$ cat src/rtl/serializer_arbiter.sv
// serializer_arbiter: round-robin sharing of one 16-bit serializer among N_REQ requesters
module serializer_arbiter #(
  parameter int N_REQ    = 4,
  parameter int ID_W     = 2,
  parameter int START_TO = 3
) (
  input  logic                 clk,
  input  logic                 i_rst_n,
  input  logic [N_REQ-1:0]     i_req_val,
  input  logic [N_REQ*16-1:0]  i_req_data,
  input  logic [N_REQ*4-1:0]   i_req_mod,
  output logic [N_REQ-1:0]     o_req_rdy,
  output logic [15:0]          o_ser_data,
  output logic [3:0]           o_ser_mod,
  output logic                 o_ser_val,
  input  logic                 i_ser_busy,
  output logic [ID_W-1:0]      o_grant_id,
  output logic                 o_done,
  output logic                 o_err,
  output logic [ID_W-1:0]      o_err_id,
  output logic                 o_active
);
  localparam int CW = $clog2(START_TO + 1);
  typedef enum logic [1:0] {IDLE, LAUNCH, WAIT_START, WAIT_DONE} state_t;
  state_t state, state_nx;
  logic [CW-1:0] cnt;
  logic [ID_W-1:0] ptr, win, idx;
  logic [3:0] win_mod;
  logic found, hs, bad, tmo;
  // first asserted request at or after the pointer, wrapping
  always_comb begin
    win = '0;
    idx = '0;
    found = 1'b0;
    for (int i = 0; i < N_REQ; i++) begin
      idx = ID_W'((int'(ptr) + i) % N_REQ);
      if (!found && i_req_val[idx]) begin
        found = 1'b1;
        win = idx;
      end
    end
  end
  assign hs        = state == IDLE && !i_ser_busy && found;
  assign o_req_rdy = hs ? N_REQ'(1) << win : '0;
  assign win_mod   = i_req_mod[{win, 2'b00} +: 4];
  assign bad       = win_mod == 4'd1 || win_mod == 4'd2;
  assign tmo       = state == WAIT_START && !i_ser_busy && cnt == CW'(START_TO - 1);
  always_comb begin
    state_nx = state;
    case (state)
      IDLE:       state_nx = hs && !bad ? LAUNCH : IDLE;
      LAUNCH:     state_nx = WAIT_START;
      WAIT_START: state_nx = i_ser_busy ? WAIT_DONE : tmo ? IDLE : WAIT_START;
      WAIT_DONE:  state_nx = i_ser_busy ? WAIT_DONE : IDLE;
      default:    state_nx = IDLE;
    endcase
  end
  always_ff @(posedge clk or negedge i_rst_n) begin
    if (!i_rst_n) begin
      state      <= IDLE;
      cnt        <= '0;
      ptr        <= '0;
      o_ser_data <= '0;
      o_ser_mod  <= '0;
      o_ser_val  <= 1'b0;
      o_grant_id <= '0;
      o_done     <= 1'b0;
      o_err      <= 1'b0;
      o_err_id   <= '0;
      o_active   <= 1'b0;
    end else begin
      state     <= state_nx;
      cnt       <= state == WAIT_START ? cnt + 1'b1 : '0;
      o_ser_val <= state_nx == LAUNCH;
      o_active  <= state_nx != IDLE;
      o_done    <= state == WAIT_DONE && !i_ser_busy;
      o_err     <= (hs && bad) || tmo;
      if (hs) begin
        ptr        <= win == ID_W'(N_REQ - 1) ? '0 : win + 1'b1;
        o_ser_data <= i_req_data[{win, 4'b0000} +: 16];
        o_ser_mod  <= win_mod;
        o_grant_id <= win;
      end
      if (hs && bad) o_err_id <= win;
      else if (tmo) o_err_id <= o_grant_id;
    end
  end
endmodule

$ cat config.mk
export PLATFORM = sky130hd
export DESIGN_NAME = serializer_arbiter
export DESIGN_NICKNAME = d
export VERILOG_FILES = /design/src/rtl/serializer_arbiter.sv
export SDC_FILE = /design/constraint.sdc
export NUM_CORES = 1
export LEC_CHECK = 0
export BUFFER_PORTS_ARGS = -buffer_cell sky130_fd_sc_hd__buf_2
export CAP_MARGIN = 40
export CORE_AREA = 2 2 61 86
export DETAILED_ROUTE_END_ITERATION = 10
export DIE_AREA = 0 0 63 88
export GPL_ROUTABILITY_DRIVEN = 0
export HOLD_SLACK_MARGIN = 0.12
export PLACE_DENSITY = 0.79
export SYNTH_ARGS = -nofsm -noshare
export SYNTH_HDL_FRONTEND = slang
export SYNTH_SLANG_ARGS = --single-unit
$ cat constraint.sdc
create_clock -name clk -period 4.5 [get_ports clk]
set_input_delay 0.9 -clock clk [delete_from_list [all_inputs] [get_ports clk]]
set_output_delay 0.9 -clock clk [all_outputs]
set_load 0.005 [all_outputs]
== After elaboration in Yosys (flattened, before gate mapping) ==
Index checks and enable logic that the tools add are counted.

* Reduce and logical (&&, ||, !) cells: 20
* Multiplexer cells: 26
* Shift operators: 3
* Add/subtract/negate cells: 5
* Equal/unequal tests: 8
* Order comparisons: 4

{| class="wikitable"
|+ Operators with widths
! kind !! count
|-
| $shiftx A64 B7 Y16 || 1
|-
| $mux W2 || 11
|-
| $shiftx A16 B5 Y4 || 1
|-
| $lt A2 B3 Y1 const B || 4
|-
| $logic_and A1 B1 Y1 || 10
|-
| $mux W1 || 9
|-
| $bmux W1 S2 || 4
|-
| $eq A2 B2 Y1 const B || 4
|-
| $pmux W2 S4 || 1
|-
| $add A2 B1 Y2 const B || 3
|-
| $logic_not A1 Y1 || 5
|-
| $add A2 B2 Y2 const B || 2
|-
| $eq A2 B1 Y1 const B || 2
|-
| $eq A4 B1 Y1 const B || 1
|-
| $eq A4 B2 Y1 const B || 1
|-
| $mux W4 || 1
|-
| $reduce_bool A2 Y1 || 2
|-
| $shl A1 B2 Y4 const A || 1
|-
| $logic_not A2 Y1 || 1
|-
| $logic_or A1 B1 Y1 || 2
|}

* Logic and storage cells: 77
* Bits of input ports: 87
* Flip-flop bits (word level): 34
* Output and inout port bits: 32

== Logic depth before layout (Yosys ltp) ==
* Depth in word-level cells: 20
* Depth in mapped cells: 10
* Depth with buffers taken out: 8

== Least setup slack after synthesis ==
OpenSTA, ideal clock, no wires.

* Kind: in2out
* Start: input port i_req_val[3]
* End: output port o_req_rdy[1]
* Cell stages on the path: 8
* Data required time: 3.600 ns
* Data arrival time: 2.403 ns
* Buffers on the path: 2
* Setup slack: 1.197 ns
* Cell sequence: nand2b_1 o21ai_2 a211oi_4 buf_4 clkinv_1 clkbuf_1 ha_1 and2_1

* Longest elaborated chain between the ends: 14
* Elaborated cells on any way between the ends: 25
* Those cells by class: shift (1); mux (17); reduce/logical (7)

{| class="wikitable"
|+ Ends and longest elaborated chain
! element !! line !! RTL
|-
| start: declaration || 9 || <nowiki>input logic [N_REQ-1:0] i_req_val,</nowiki>
|-
| $bmux W1 S2 || 37 || <nowiki>if (!found && i_req_val[idx]) begin</nowiki>
|-
| $mux W1 (implied by the code) || 37 ||
|-
| $mux W1 || 37 ||
|-
| $logic_not A1 Y1 || 37 ||
|-
| $logic_and A1 B1 Y1 || 37 ||
|-
| $mux W1 || 37 ||
|-
| $logic_not A1 Y1 || 37 ||
|-
| $logic_and A1 B1 Y1 || 37 ||
|-
| $mux W1 || 37 ||
|-
| $logic_not A1 Y1 || 37 ||
|-
| $logic_and A1 B1 Y1 || 37 ||
|-
| $mux W2 / $mux W1 (equally long branches) || 37 ||
|-
| $shl A1 B2 Y4 / $logic_and A1 B1 Y1 (equally long branches) || 44, 43 ||
|-
| $mux W4 * || 44 || <nowiki>assign o_req_rdy = hs ? N_REQ'(1) << win : '0;</nowiki>
|-
| end: declaration || 12 || <nowiki>output logic [N_REQ-1:0] o_req_rdy,</nowiki>
|}

Mark *: on every way between the ends. The rest lies on a longest branch, timed or not. The select of a mux whose other input is x is not followed.

== Final worst setup path ==
* Start: input port i_req_val[3]
* End: output port o_req_rdy[0]

The elaborated chain is that of the path after synthesis.

==> metrics <==
row cnt=30; mean number of vias per cell=4.89; post-route minimum period=3.41 ns; peak supply drop=0.209 mV; # setup viols final=0; mean routed wirelength per cell=11.9 um; power per cell area=547 mW/mm^2; DR pass1 iterations=4; Synth-to-Final Area Change=37.7%; Num CTS Buffers=5; final setup TNS=0 ns; Die H=88 um; Antenna Cells=0; hold slack final=0.423 ns; Synth Area in Simple Gates=30.3%; DP Worst Slack=1.09 ns; Core Box Area=0.00477 mm^2; largest net degree at the start of global routing=45; Synth Area in Adders=3.01%; Clock Latency Late Sink=0.28 ns; H-Tree Depth=2; proportion of synthesized area in mux cells=6.86%; final hold violations=0; root buf cell=clkbuf_8; Pins Over Slew Limit=0; Max Freq=293 MHz; postcts setup bufs=0; Nets=483; first-pass GRT wire length=9070 um; CTS Hold Bufs=0; skew final=0.00884 ns; Final period util=75.9%; CTS Sinks=34; Post-DRT Antenna Nets=0; Total GRT Usage=20.6%; placed insts=448; vias in the first global route=2065; Detailed Place HPWL=4060 um; Syn Area/Cell=7.48 um^2; I/O pin cnt=119; Critical Path Fanout Max=16; I/O Buffers=118; Clock transition at path regs=0.07 ns; Worst Path Class, Setup=in2out; yosys warns=0; Congestion Overflow GR=0; xor/xnor cell area share of the yosys netlist=0.421%; via count=2230; setup slack after layout=1.09 ns; post-synth cell types=33; Critical Path AT=2.51 ns; Die Width=63 um; CTS tree=yes; antenna violations before repair=0; syn_nets=370; worst hold-check path type=reg2reg; Total Routed Length=5430 um; layout cells sized above 1=34.9%; CTS resizes=0; CP Launch Type=input port; Yosys reg bits=34; Syn Std Cell Area=0.00208 mm^2; Max clock buf depth=2; Leakage=1.59 nW; post-route insts no fill=456; Post-Syn Instances=278; max cap viols=0; drc violations=0; die area=0.00554 mm^2; worst slew pin tran=0.736 ns; Initial Util=43.6%; outcome=finished, final reports clean; critical path endpoint category=output pin; WP data required=3.60 ns; number of DRC markers in iteration 0=83; complex-gate fraction of the synthesized area=14.4%; RSZ-0062 raised after global routing=no; Rel. slew slack=50.9%; largest family of logic cells by synthesized area=simple AND/OR/NAND/NOR gates; sequential area share after synthesis=40.9%
cells in the final DEF (no fill, tap or decap), types with 2 or more instances in the layout:
cell type	count
buf_2	118
nand2_1	114
o21ai_0	37
dfrtp_1	34
nand3_1	17
mux2i_1	12
nor2_1	8
ha_1	5
clkbuf_8	5
inv_1	4
a21oi_1	4
and2_1	4
buf_4	4
nand2b_1	3
mux2_2	2
bufinv_16	2
cell families (layout without fill, tap and decap cells):
family | after synthesis | in the layout
XOR/XNOR | 1 | 1
buffers and inverters | 21 | 135
multiplexers | 14 | 14
adder cells (fa/ha/maj) | 5 | 5
flip-flops | 34 | 34
AO/OA/AOI/OAI | 50 | 50
AND/OR/NAND/NOR | 153 | 153
power breakdown:
group	switching, mW	leakage (nW)	total [mW]	internal (mW)
logic	0.415	1.10	0.718	0.303
clock network	0.112	0.0683	0.334	0.222
registers	0.0784	0.426	0.513	0.435
registers in the layout, summed over array words and instances (netlist names):
name / cells
cnt: 2
o_active: 1
o_grant_id: 2
state: 2
ptr: 2
o_done: 1
o_err: 1
o_err_id: 2
o_ser_data: 16
o_ser_val: 1
o_ser_mod: 4
worst paths after layout:
check | startpoint | end | slack (ns) | depth (start not counted)
worst min register to register | cnt[0] | cnt[0] | 0.42 | 1
min in group asynchronous | i_rst_n | o_grant_id[0] | 0.68 | 1
worst min-delay path | cnt[0] | cnt[0] | 0.42 | 1
max in group asynchronous | i_rst_n | o_ser_data[6] | 3.35 | 1
worst max register to register | ptr[1] | o_active | 1.90 | 9
worst max-delay path | i_req_val[3] | o_req_rdy[0] | 1.09 | 8
synth_stat cells (all sizes together):
library cell | number | share of area [%]
o22ai | 1 | 0.30
buf | 3 | 0.78
nor3b | 1 | 0.36
nor2b | 1 | 0.30
a31o | 1 | 0.42
clkbuf | 13 | 2.3
o221ai | 1 | 0.72
a211oi | 1 | 0.96
o41a | 1 | 0.54
o21ai | 38 | 9.3
nor2 | 9 | 1.6
nand2b | 3 | 0.90
nor3 | 1 | 0.24
or3 | 1 | 0.30
a21o | 1 | 0.36
inv | 4 | 0.72
or2 | 1 | 0.30
mux2i | 12 | 5.8
o21a | 1 | 0.36
clkinv | 1 | 0.18
dfrtp | 34 | 41
and2 | 4 | 1.2
a21oi | 4 | 0.96
xor2 | 1 | 0.42
ha | 5 | 3.0
o41ai | 1 | 0.42
mux2 | 2 | 1.1
nand3 | 17 | 4.1
nand4b | 1 | 0.42
nand2 | 114 | 21
worst max-delay path: stages:
cell and delay [ns]:
buf_2 0.15, nand2b_1 0.16, o21ai_2 0.07, a211oi_4 0.23, clkinv_1 0.41, ha_1 0.34, and2_1 0.13, buf_2 0.12
layout make-up:
| class | instances | area [um^2] |
|---|---|---|
| Multi-Input combinational cell | 223 | 1150 |
| Tap cell | 64 | 80.1 |
| Clock buffer | 5 | 68.8 |
| Sequential cell | 34 | 851 |
| Clock inverter | 3 | 68.8 |
| Fill cell | 463 | 1910 |
| Inverter | 5 | 18.8 |
| Timing Repair Buffer | 122 | 621 |
metrics by stage:
step / utilization [%] / area [um^2] / total power, mW
after floorplan: - / 2080 / 0.978
after global placement: 57.1 / 2720 / 1.22
after detailed placement: 57.1 / 2720 / 1.25
after CTS: 60.0 / 2860 / 1.59
after global routing: 60.0 / 2860 / 1.71
final: 60.0 / 2860 / 1.56
routing by layer:
metal	GRT usage [%]	part of all wire, %	up-vias
met5	0	0	-
met3	4.11	5.2	6
li1	-	-	1140
met2	37.3	53	71
met1	24.4	41	1013
met4	6.67	1.3	0
(Power assumes the default switching activity.)
